**src/rtl/sram_req_arbiter.sv**
```systemverilog
// ============================================================================
// Module  : sram_req_arbiter
// Purpose : Shares one SRAM-like master port between fetch and data requesters,
//           tracking accepted transactions in an in-order ID FIFO.
// Revision: 1.0  initial release
// ============================================================================
`default_nettype none

module sram_req_arbiter #(
    parameter int OUTSTANDING = 2,
    parameter int ADDR_W      = 32,
    parameter int DATA_W      = 32
) (
    input  logic                clk,
    input  logic                reset,

    input  logic                inst_req,
    input  logic [ADDR_W-1:0]   inst_addr,
    input  logic [1:0]          inst_size,
    output logic                inst_addr_ok,
    output logic                inst_data_ok,
    output logic [DATA_W-1:0]   inst_rdata,

    input  logic                data_req,
    input  logic                data_wr,
    input  logic [1:0]          data_size,
    input  logic [DATA_W/8-1:0] data_wstrb,
    input  logic [ADDR_W-1:0]   data_addr,
    input  logic [DATA_W-1:0]   data_wdata,
    output logic                data_addr_ok,
    output logic                data_data_ok,
    output logic [DATA_W-1:0]   data_rdata,

    output logic                m_req,
    output logic                m_wr,
    output logic [1:0]          m_size,
    output logic [DATA_W/8-1:0] m_wstrb,
    output logic [ADDR_W-1:0]   m_addr,
    output logic [DATA_W-1:0]   m_wdata,
    input  logic                m_addr_ok,
    input  logic                m_data_ok,
    input  logic [DATA_W-1:0]   m_rdata
);

    localparam int              PTR_W    = (OUTSTANDING > 1) ? $clog2(OUTSTANDING) : 1;
    localparam int              CNT_W    = $clog2(OUTSTANDING + 1);
    localparam logic [PTR_W-1:0] PTR_LAST = PTR_W'(OUTSTANDING - 1);
    localparam logic [CNT_W-1:0] CNT_FULL = CNT_W'(OUTSTANDING);

    typedef enum logic [1:0] {
        ST_IDLE   = 2'd0,
        ST_LOCK_I = 2'd1,
        ST_LOCK_D = 2'd2
    } state_t;

    state_t                 state_q;
    logic [CNT_W-1:0]       count_q, count_d;
    logic [PTR_W-1:0]       wptr_q, wptr_d;
    logic [PTR_W-1:0]       rptr_q, rptr_d;
    logic [OUTSTANDING-1:0] id_q;

    logic gnt_i;
    logic gnt_d;
    logic full;
    logic accept;
    logic complete;
    logic head_id;

    function automatic logic [PTR_W-1:0] ptr_inc(input logic [PTR_W-1:0] p);
        return (p == PTR_LAST) ? '0 : p + PTR_W'(1);
    endfunction

    assign full = (count_q == CNT_FULL);

    // Fixed priority only when idle; a locked grant follows its owner's request alone.
    always_comb begin
        gnt_i = 1'b0;
        gnt_d = 1'b0;
        case (state_q)
            ST_IDLE: begin
                if (!full) begin
                    if (data_req)      gnt_d = 1'b1;
                    else if (inst_req) gnt_i = 1'b1;
                end
            end
            ST_LOCK_I: gnt_i = inst_req;
            ST_LOCK_D: gnt_d = data_req;
            default: begin
                gnt_i = 1'b0;
                gnt_d = 1'b0;
            end
        endcase
    end

    assign m_req    = !reset && !full && (gnt_i || gnt_d);
    assign accept   = m_req && m_addr_ok;
    assign complete = !reset && m_data_ok && (count_q != '0);
    assign head_id  = id_q[rptr_q];

    assign inst_addr_ok = accept && gnt_i;
    assign data_addr_ok = accept && gnt_d;
    assign inst_data_ok = complete && !head_id;
    assign data_data_ok = complete &&  head_id;
    assign inst_rdata   = m_rdata;
    assign data_rdata   = m_rdata;

    // The fetch path never writes, so its write-side payload is forced to zero.
    always_comb begin
        m_wr    = 1'b0;
        m_size  = 2'd0;
        m_wstrb = '0;
        m_addr  = '0;
        m_wdata = '0;
        if (gnt_d) begin
            m_wr    = data_wr;
            m_size  = data_size;
            m_wstrb = data_wstrb;
            m_addr  = data_addr;
            m_wdata = data_wdata;
        end else if (gnt_i) begin
            m_size  = inst_size;
            m_addr  = inst_addr;
        end
    end

    always_comb begin
        count_d = count_q;
        wptr_d  = accept   ? ptr_inc(wptr_q) : wptr_q;
        rptr_d  = complete ? ptr_inc(rptr_q) : rptr_q;
        case ({accept, complete})
            2'b10:   count_d = count_q + CNT_W'(1);
            2'b01:   count_d = count_q - CNT_W'(1);
            default: count_d = count_q;
        endcase
    end

    always_ff @(posedge clk or posedge reset) begin
        if (reset) begin
            state_q <= ST_IDLE;
        end else if (m_req && !m_addr_ok) begin
            state_q <= gnt_d ? ST_LOCK_D : ST_LOCK_I;
        end else begin
            state_q <= ST_IDLE;
        end
    end

    always_ff @(posedge clk or posedge reset) begin
        if (reset) begin
            count_q <= '0;
            wptr_q  <= '0;
            rptr_q  <= '0;
            id_q    <= '0;
        end else begin
            count_q <= count_d;
            wptr_q  <= wptr_d;
            rptr_q  <= rptr_d;
            if (accept) begin
                id_q[wptr_q] <= gnt_d;
            end
        end
    end

endmodule

`default_nettype wire

```
**config.mk**
```make
export PLATFORM = sky130hd
export DESIGN_NAME = sram_req_arbiter
export DESIGN_NICKNAME = d
export VERILOG_FILES = /design/src/rtl/sram_req_arbiter.sv
export SDC_FILE = /design/constraint.sdc
export NUM_CORES = 1
export LEC_CHECK = 0
export CAP_MARGIN = 5
export CORE_AREA = 2 2 111 113
export CTS_CLUSTER_DIAMETER = 150
export DETAILED_ROUTE_END_ITERATION = 10
export DIE_AREA = 0 0 113 115
export GPL_ROUTABILITY_DRIVEN = 0
export MAX_ROUTING_LAYER = met4
export SLEW_MARGIN = 20
export SYNTH_ARGS = -nofsm -noshare
export SYNTH_HDL_FRONTEND = slang
export SYNTH_SLANG_ARGS = --single-unit
export TNS_END_PERCENT = 100
```
**constraint.sdc**
```tcl
create_clock -name clk -period 1.8 [get_ports clk]
set_clock_uncertainty 0.15 [all_clocks]
set_input_delay 0.36 -clock clk [delete_from_list [all_inputs] [get_ports clk]]
set_output_delay 0.36 -clock clk [all_outputs]
set_load 0.005 [all_outputs]
```
==> results of run 1 <==
## through the flow
stage	area (µm²)	hold WS [ns]	TNS (ns)	power, mW
after CTS	3560	0.160	-32.56	2.82
after detailed placement	3190	0.338	-63.62	2.21
after global routing	3990	0.178	-33.86	3.85
after floorplan	1530	0.0338	-0.762	1.17
final	3990	0.155	-29.63	3.63
after global placement	3190	0.332	-62.82	2.18
## worst max-delay path: stages (launching register included)
cell	delay (ns)
dfrtp_1	0.42
nand2b_4	0.17
o21a_4	0.26
buf_6	0.14
clkbuf_16	0.15
buf_8	0.13
a22o_1	0.20
buf_2	0.13
## cell type report
| cell class | count | area share (%) |
|---|---|---|
| Timing Repair Buffer | 256 | 64.1 |
| Multi-Input combinational cell | 104 | 24.1 |
| Sequential cell | 8 | 5.05 |
| Tap cell | 147 | 4.61 |
| Clock buffer | 3 | 1.88 |
| Inverter | 3 | 0.282 |
## state kept, by name, indices dropped and copies added, names as in the netlist
register	cells
id_q	2
wptr_q	1
state_q	2
count_q	2
rptr_q	1
## layout by cell type, fill, tap and decap left out, drive strengths merged, types with 2 or more instances in the layout
cell / Yosys / final
nor2: 6 / 6
xnor2: 4 / 4
nand2b: 2 / 2
dlygate4sd2: 0 / 3
clkbuf: 3 / 36
nor3: 2 / 2
nor2b: 3 / 3
dfrtp: 8 / 8
a22o: 36 / 36
clkdlybuf4s50: 0 / 107
nand2: 3 / 3
and2: 37 / 37
buf: 72 / 113
inv: 3 / 3
## timing repair
| item | 4_1_cts | 5_1_grt |
|---|---|---|
| cloned | 3 | 8 |
| buffers inserted | 23 | 27 |
| endpoints found under the setup margin | 81 | 82 |
| resized for setup | 161 | 227 |
| pin swaps | 10 | 54 |
## where the power goes
group / total, mW / switching (mW) / internal (mW)
clock: 0.375 / 0.0885 / 0.287
sequential: 0.346 / 0.0865 / 0.259
combinational: 2.91 / 0.998 / 1.91
## layer usage
layer	wire (µm)	global-route usage (%)	vias to the layer above
met1	3170	11.4	975
met5	0	-	-
met2	4710	18.9	124
li1	-	-	950
met4	76	2.44	0
met3	717	2.42	8
## kinds of logic after synthesis
group | synth area share, %
AO/OA/AOI/OAI | 23.9
buffers and inverters | 36.8
AND/OR/NAND/NOR | 21.9
XOR/XNOR | 2.86
multiplexers | 0.653
flip-flops | 13.1
adder cells (fa/ha/maj) | 0.816
## worst max-delay path by stage
| stage | startpoint | endpoint | slack, ns | cells after the start |
|---|---|---|---|---|
| finish | count_q[0]$_DFFE_PP0P_ | m_addr[30] | -0.54 | 7 |
| floorplan | data_req | count_q[1]$_DFFE_PP0P_ | -0.09 | 6 |
| CTS | count_q[0]$_DFFE_PP0P_ | m_addr[11] | -0.64 | 8 |
| detailed placement | data_req | m_addr[10] | -0.90 | 6 |
| global placement | data_req | m_addr[10] | -0.88 | 6 |
| global route | state_q[0]$_DFF_PP0_ | m_addr[1] | -0.61 | 8 |
==> metrics, run 1 <==
Syn. warnings=0; status=finished, violations left; Skew-Pair Late Insertion Delay=0.23 ns; Reg area=201 µm²; Final Setup Violations=79; initial antenna violation count=0; drt total wl=8680 µm; Final ANT Viol Nets=0; H-Tree Depth=1; Yosys top cell by area=buf_4; Tmin final=2.34 ns; Die Span Y=115 µm; Critical Path Fanout Max=7; leakage=1.85 nW; # diodes=0; WP data arrival=1.83 ns; Critical Path RT=1.29 ns; Synth top area share=31.8%; largest net degree at the start of global routing=39; Setup WS post-layout=-0.540 ns; Final Non-Filler Cells=521; Worst Setup Path Type=flop to output pin; GRT Total Usage=10.3%; Netlist cell types=25; FILL cells=1248; Post-Syn Area=1530 µm²; fmax=0.427 GHz; first-pass GRT wire length=10400 µm; top-count cell post-synth=buf_4; R2R Setup Slk=-0.49 ns; share of cells above drive strength 1=54.0%; CTS tree=yes; max-slew violations=0; Initial Util=13.0%; Post-DP HPWL=5390 µm; Relative slew margins=83.7%; drc violations=19; violated checks=design-rule violations, negative setup slack; Buffers on Ports=186; Cell Rows=40; drt via density=3.95; number of synthesized flops with an enable pin=0; ys async rst share=100%; Pwr per Cell Area=909 nW/µm²; Crit. End Element=output pin; nets@finish=520; MaxCap Viol Count=0; GR Overflow Total=0; die area=13000 µm²; Mean Syn Cell Area=8.07 µm²; FF-to-FF path depth=12; pre-CTS WS=-0.896 ns; CTS root buffer=clkbuf_16; Slew @ Worst Pin=0.244 ns; commonest register cell after synthesis=dfrtp_1; Die X-Extent=113 µm; vias in the first global route=1927; Worst R2R Start=state_q[0]$_DFF_PP0_; CTS Sinks=8; syn nets=334; Seq/Total Area, Yosys=13.1%; I/O pins=283; multi-input logic area=962 µm²; WL/cell=16.7 µm; CTS Buf Count=3; RSZ-0062 raised after global routing=true; Fin. Hold Viols=0; Max IR drop VDD=553 µV; Final Cycle Share=130%; Syn-to-layout area delta=160%; hold_buf cts=0; top cells by area, synth=buf_4 32%, a22o_1 21%, and2_1 15%, dfrtp_1 13%, xnor2_1 2.3%; Layout Utilization=33.8%; worst min path class=input pin to async pin; Critical R2R Capture=count_q[1]$_DFFE_PP0P_; Clock Tree Buf Depth=2; DRT Pass-1 Iters=9; initial drt markers=67; placed cell count=465; CP startpoint kind=flop; cell count after synthesis=190; commonest cells in the netlist=65 x buf_4, 37 x and2_1, 36 x a22o_1; Worst-path clk slew=0.04 ns; vias=2057; core footprint=11800 µm²; Synth Register Bits=8
(Power assumes the default switching activity.)
==> inputs of run 2 (changes only) <==
--- a/config.mk
+++ b/config.mk
@@ -6,10 +6,10 @@
 export NUM_CORES = 1
 export LEC_CHECK = 0
 export CAP_MARGIN = 5
-export CORE_AREA = 2 2 111 113
+export CORE_AREA = 2 2 109 111
 export CTS_CLUSTER_DIAMETER = 150
 export DETAILED_ROUTE_END_ITERATION = 10
-export DIE_AREA = 0 0 113 115
+export DIE_AREA = 0 0 111 113
 export GPL_ROUTABILITY_DRIVEN = 0
 export MAX_ROUTING_LAYER = met4
 export SLEW_MARGIN = 20
==> constraint.sdc (replaced) <==
create_clock -name clk -period 2.85 [get_ports clk]
set_clock_uncertainty 0.15 [all_clocks]
set_input_delay 0.57 -clock clk [delete_from_list [all_inputs] [get_ports clk]]
set_output_delay 0.57 -clock clk [all_outputs]
set_load 0.005 [all_outputs]
==> run 2 against run 1 <==
The flow now finishes without violations. Wire length fell by 14%. Power fell by 48%. Count of clock-buffer cells in the layout did not move. Core utilization fell by 1.1 points. First-iteration DRC count is 24% lower. Worst hold slack improved by 0.19 ns. Largest power group unchanged.
==> metrics, run 2 (synthesis gave the netlist of run 1 again) <==
first-pass GRT wire length=11200 µm; largest net degree at the start of global routing=20; CP startpoint kind=flop; H-Tree Depth=1; Clock Tree Buf Depth=2; CTS Sinks=8; Initial Util=13.6%; CTS root buffer=clkbuf_16; WL/cell=15.3 µm; Top Registers=count_q x2, id_q x2, state_q x2; vias in the first global route=1981; worst min path class=flop to flop; Final Setup Violations=0; I/O pins=283; placed cell count=455; multi-input logic area=798 µm²; pre-CTS WS=-0.234 ns; Fin. Hold Viols=0; Tmin final=2.81 ns; drt total wl=7480 µm; drt via density=3.85; die area=12500 µm²; Final Cycle Share=98.5%; Die Span Y=113 µm; Syn-to-layout area delta=140%; placed cell areas=3140 µm²; Relative slew margins=82.0%; leakage=1.77 nW; Buffers on Ports=186; share of cells above drive strength 1=15.9%; Slew @ Worst Pin=0.269 ns; core footprint=11300 µm²; design area=3680 µm²; setup TNS=0 ns; hold_buf cts=0; GR Overflow Total=0; initial drt markers=51; fmax=0.356 GHz; vias=1881; Worst Setup Path Type=flop to output pin; Cell Rows=39; Reg area=201 µm²; Critical Path RT=2.13 ns; # diodes=0; drc violations=0; Setup WS post-layout=0.0414 ns; Critical Path Fanout Max=9; Layout Utilization=32.7%; MaxCap Viol Count=0; Final Non-Filler Cells=488; CTS Buf Count=3; Final ANT Viol Nets=0; Post-DP HPWL=4930 µm; FILL cells=1203; Max IR drop VDD=361 µV; Pwr per Cell Area=507 nW/µm²; max-slew violations=0; status=complete, no violations; WP data arrival=2.09 ns; highest-count cells in the layout ignoring fill and taps=122 x clkdlybuf4s50_1, 44 x dlygate4sd2_1, 37 x and2_1, 36 x a22o_1, 17 x buf_4; Die X-Extent=111 µm; Worst-path clk slew=0.04 ns; DRT Pass-1 Iters=4; total power=1.87 mW; Crit. End Element=output pin; Skew-Pair Late Insertion Delay=0.24 ns; CTS tree=yes; nets@finish=491; GRT Total Usage=11.6%; Hold Slack=0.345 ns; RSZ-0062 raised after global routing=true; commonest non-fill, non-tap cell in the layout=clkdlybuf4s50_1; initial antenna violation count=0
==> run 2: worst paths after layout <==
check | start | end | slack [ns] | depth (start not counted)
setup reg to reg | state_q[1]$_DFF_PP0_ | count_q[1]$_DFFE_PP0P_ | 0.69 | 9
min in group asynchronous | reset | count_q[1]$_DFFE_PP0P_ | 0.56 | 3
setup / recovery | state_q[0]$_DFF_PP0_ | m_wdata[6] | 0.04 | 6
hold / removal | rptr_q$_DFFE_PP0P_ | rptr_q$_DFFE_PP0P_ | 0.34 | 1
hold reg to reg | rptr_q$_DFFE_PP0P_ | rptr_q$_DFFE_PP0P_ | 0.34 | 1
max in group asynchronous | reset | count_q[0]$_DFFE_PP0P_ | 1.85 | 3
==> run 2: layout make-up <==
class / count / share of cell area [%]
Multi-Input combinational cell: 105 / 21.7
Clock buffer: 3 / 2.04
Timing Repair Buffer: 226 / 65.6
Tap cell: 143 / 4.86
Sequential cell: 8 / 5.47
Inverter: 3 / 0.306
==> run 2: what timing repair did <==
action                     4_1_cts  5_1_grt
pin swaps                        1        2
buffers inserted                19        3
gates resized for setup         86       17
gates cloned                     8        0
setup endpoints to repair       74       14
==> run 2: critical path: stages (launching register included) <==
cell             delay (ns)
dfrtp_1                0.37
and2b_2                0.25
buf_6                  0.11
o21a_4                 0.19
bufbuf_16              0.28
and2_1                 0.14
clkdlybuf4s50_1        0.50
==> run 2: power by group <==
part	internal (mW)	switching, mW	leakage, nW
Sequential	0.164	0.0570	0.0965
Clock	0.181	0.0592	0.0370
Combinational	0.942	0.465	1.63
Total	1.29	0.581	1.77
==> run 2: layer usage <==
metal | track usage, % | vias up | part of all wire [%]
met5 | - | - | 0
met4 | 2.42 | 0 | 1.4
met3 | 3.70 | 12 | 9.1
met2 | 19.2 | 117 | 49
met1 | 13.9 | 856 | 41
li1 | - | 896 | -
==> inputs of run 3 (changes only) <==
--- a/config.mk
+++ b/config.mk
@@ -12,6 +12,7 @@
 export DIE_AREA = 0 0 111 113
 export GPL_ROUTABILITY_DRIVEN = 0
 export MAX_ROUTING_LAYER = met4
+export SETUP_SLACK_MARGIN = 0.15
 export SLEW_MARGIN = 20
 export SYNTH_ARGS = -nofsm -noshare
 export SYNTH_HDL_FRONTEND = slang
==> run 3 against run 2 <==
Critical endpoint is now m_wdata[14]. Combinational power fell by 4%. Largest cell class unchanged. Global-route usage decreased by 0.44 points. Design area rose by 0.71%. Wire length shrank 0.83%.
==> metrics, run 3 (synthesis gave the netlist of run 1 again) <==
Skew-Pair Late Insertion Delay=0.24 ns; Worst R2R Start=state_q[0]$_DFF_PP0_; first-pass GRT wire length=10900 µm; initial drt markers=48; setup TNS=0 ns; CTS root buffer=clkbuf_16; Relative slew margins=80.1%; CTS Buf Count=3; WL/cell=15.1 µm; max-slew violations=0; busiest grt layer=met2; RSZ-0062 raised after global routing=true; R2R Setup Slk=0.53 ns; share of cells above drive strength 1=19.6%; leakage=2.09 nW; Tmin final=2.79 ns; Gate power share=74.5%; core footprint=11300 µm²; GR Overflow Total=0; Clock Tree Buf Depth=2; status=complete, no violations; H-Tree Depth=1; Final ANT Viol Nets=0; vias in the first global route=1924; design area=3710 µm²; initial antenna violation count=0; nets@finish=493; total power=1.83 mW; drt via density=3.77; Crit. End Element=output pin; Layout Utilization=32.9%; Buffers on Ports=186; drc violations=0; CP max stage delay=0.51 ns; WP data arrival=2.07 ns; sequential power share=12.4%; switching power=0.582 mW; commonest non-fill, non-tap cell in the layout=clkdlybuf4s50_1; I/O pins=283; Net Sw Frac=31.8%; worst setup path start=state_q[0]$_DFF_PP0_; highest-count cells in the layout ignoring fill and taps=112 x clkdlybuf4s50_1, 37 x and2_1, 36 x a22o_1, 36 x dlymetal6s2s_1, 26 x dlygate4sd2_1; Die Span Y=113 µm; placed cell areas=3140 µm²; Max IR drop VDD=360 µV; Pwr per Cell Area=494 nW/µm²; Cell Rows=39; Clock Power Share=13.1%; drt total wl=7420 µm; Syn-to-layout area delta=142%; worst min path class=input pin to async pin; fmax=0.358 GHz; GRT Total Usage=11.1%; Die X-Extent=111 µm; CTS Sinks=8; CP startpoint kind=flop; GR Layer Usage met2=18.7%; Post-DP HPWL=4930 µm; vias=1846; Critical Path Fanout Max=10; Hold Slack=0.246 ns; hold_buf cts=0; Worst Setup Path Type=flop to output pin; # diodes=0; Worst-path clk slew=0.04 ns; Top Registers=count_q x2, id_q x2, state_q x2; Slew @ Worst Pin=0.298 ns; Critical-path top delay cell=clkdlybuf4s50_1; DRT Pass-1 Iters=3; FILL cells=1186; Initial Util=13.6%; Power Internal=1.25 mW; MaxCap Viol Count=0; largest net degree at the start of global routing=20; Final Cycle Share=97.9%; met1 Resource Use GR=13.0%; Final Setup Violations=0; Fin. Hold Viols=0; CP cell instances=and2b_2 > buf_6 > o21a_4 > buf_4 > buf_12 > and2_1 > clkdlybuf4s50_1; Critical Path RT=2.13 ns; grt met3 use=3.80%; CTS tree=yes; die area=12500 µm²
## run 3: routing by layer
layer / vias up / share of wire [%]
li1: 897 / -
met1: 830 / 40
met2: 107 / 50
met3: 12 / 8.9
met4: 0 / 1.4
met5: - / 0
## run 3: worst paths after layout
| kind | end | cells after the start |
|---|---|---|
| hold reg to reg | rptr_q$_DFFE_PP0P_ | 1 |
| setup reg to reg | count_q[1]$_DFFE_PP0P_ | 12 |
| setup / recovery | m_wdata[14] | 7 |
| max in group asynchronous | count_q[0]$_DFFE_PP0P_ | 3 |
| min in group clk | rptr_q$_DFFE_PP0P_ | 1 |
| hold / removal | count_q[1]$_DFFE_PP0P_ | 3 |
## run 3: area by class of cell
cell class	count	area (µm²)	area share (%)
tap	143	179	4.82
clock buffer	3	75.1	2.02
multi-input combinational	104	811	21.9
inverter	3	11.3	0.304
sequential	8	201	5.43
timing repair buffer	229	2430	65.6
## run 3: what timing repair did
| action | CTS | global route |
|---|---|---|
| setup buffers | 20 | 7 |
| pin swaps | 1 | 1 |
| cloned | 5 | 0 |
| setup endpoints to repair | 74 | 55 |
| resized for setup | 71 | 61 |
## run 3: worst max-delay path, delay by kind of cell, from the launching register on
| family | cells | cell delay (ns) |
|---|---|---|
| and+or+nand+nor | 2 | 0.39 |
| buffers and inverters | 4 | 0.86 |
| DFF | 1 | 0.38 |
| AOI/OAI and AO/OA | 1 | 0.19 |
## run 3: power groups by stage
stage	logic (mW)	clock network, mW	registers (mW)
after detailed placement	1.12	0	0.218
after CTS	1.38	0.247	0.227
after global routing	1.47	0.252	0.233
after global placement	1.12	0	0.216
final	1.36	0.241	0.227
after floorplan	0.533	0	0.204
## run 3: stage by stage
step	std cells	setup WS, ns
final	490	0.0584
after global routing	490	-0.0261
after CTS	483	0.00280
after detailed placement	455	-0.234
after global placement	455	-0.234
after floorplan	190	0.676
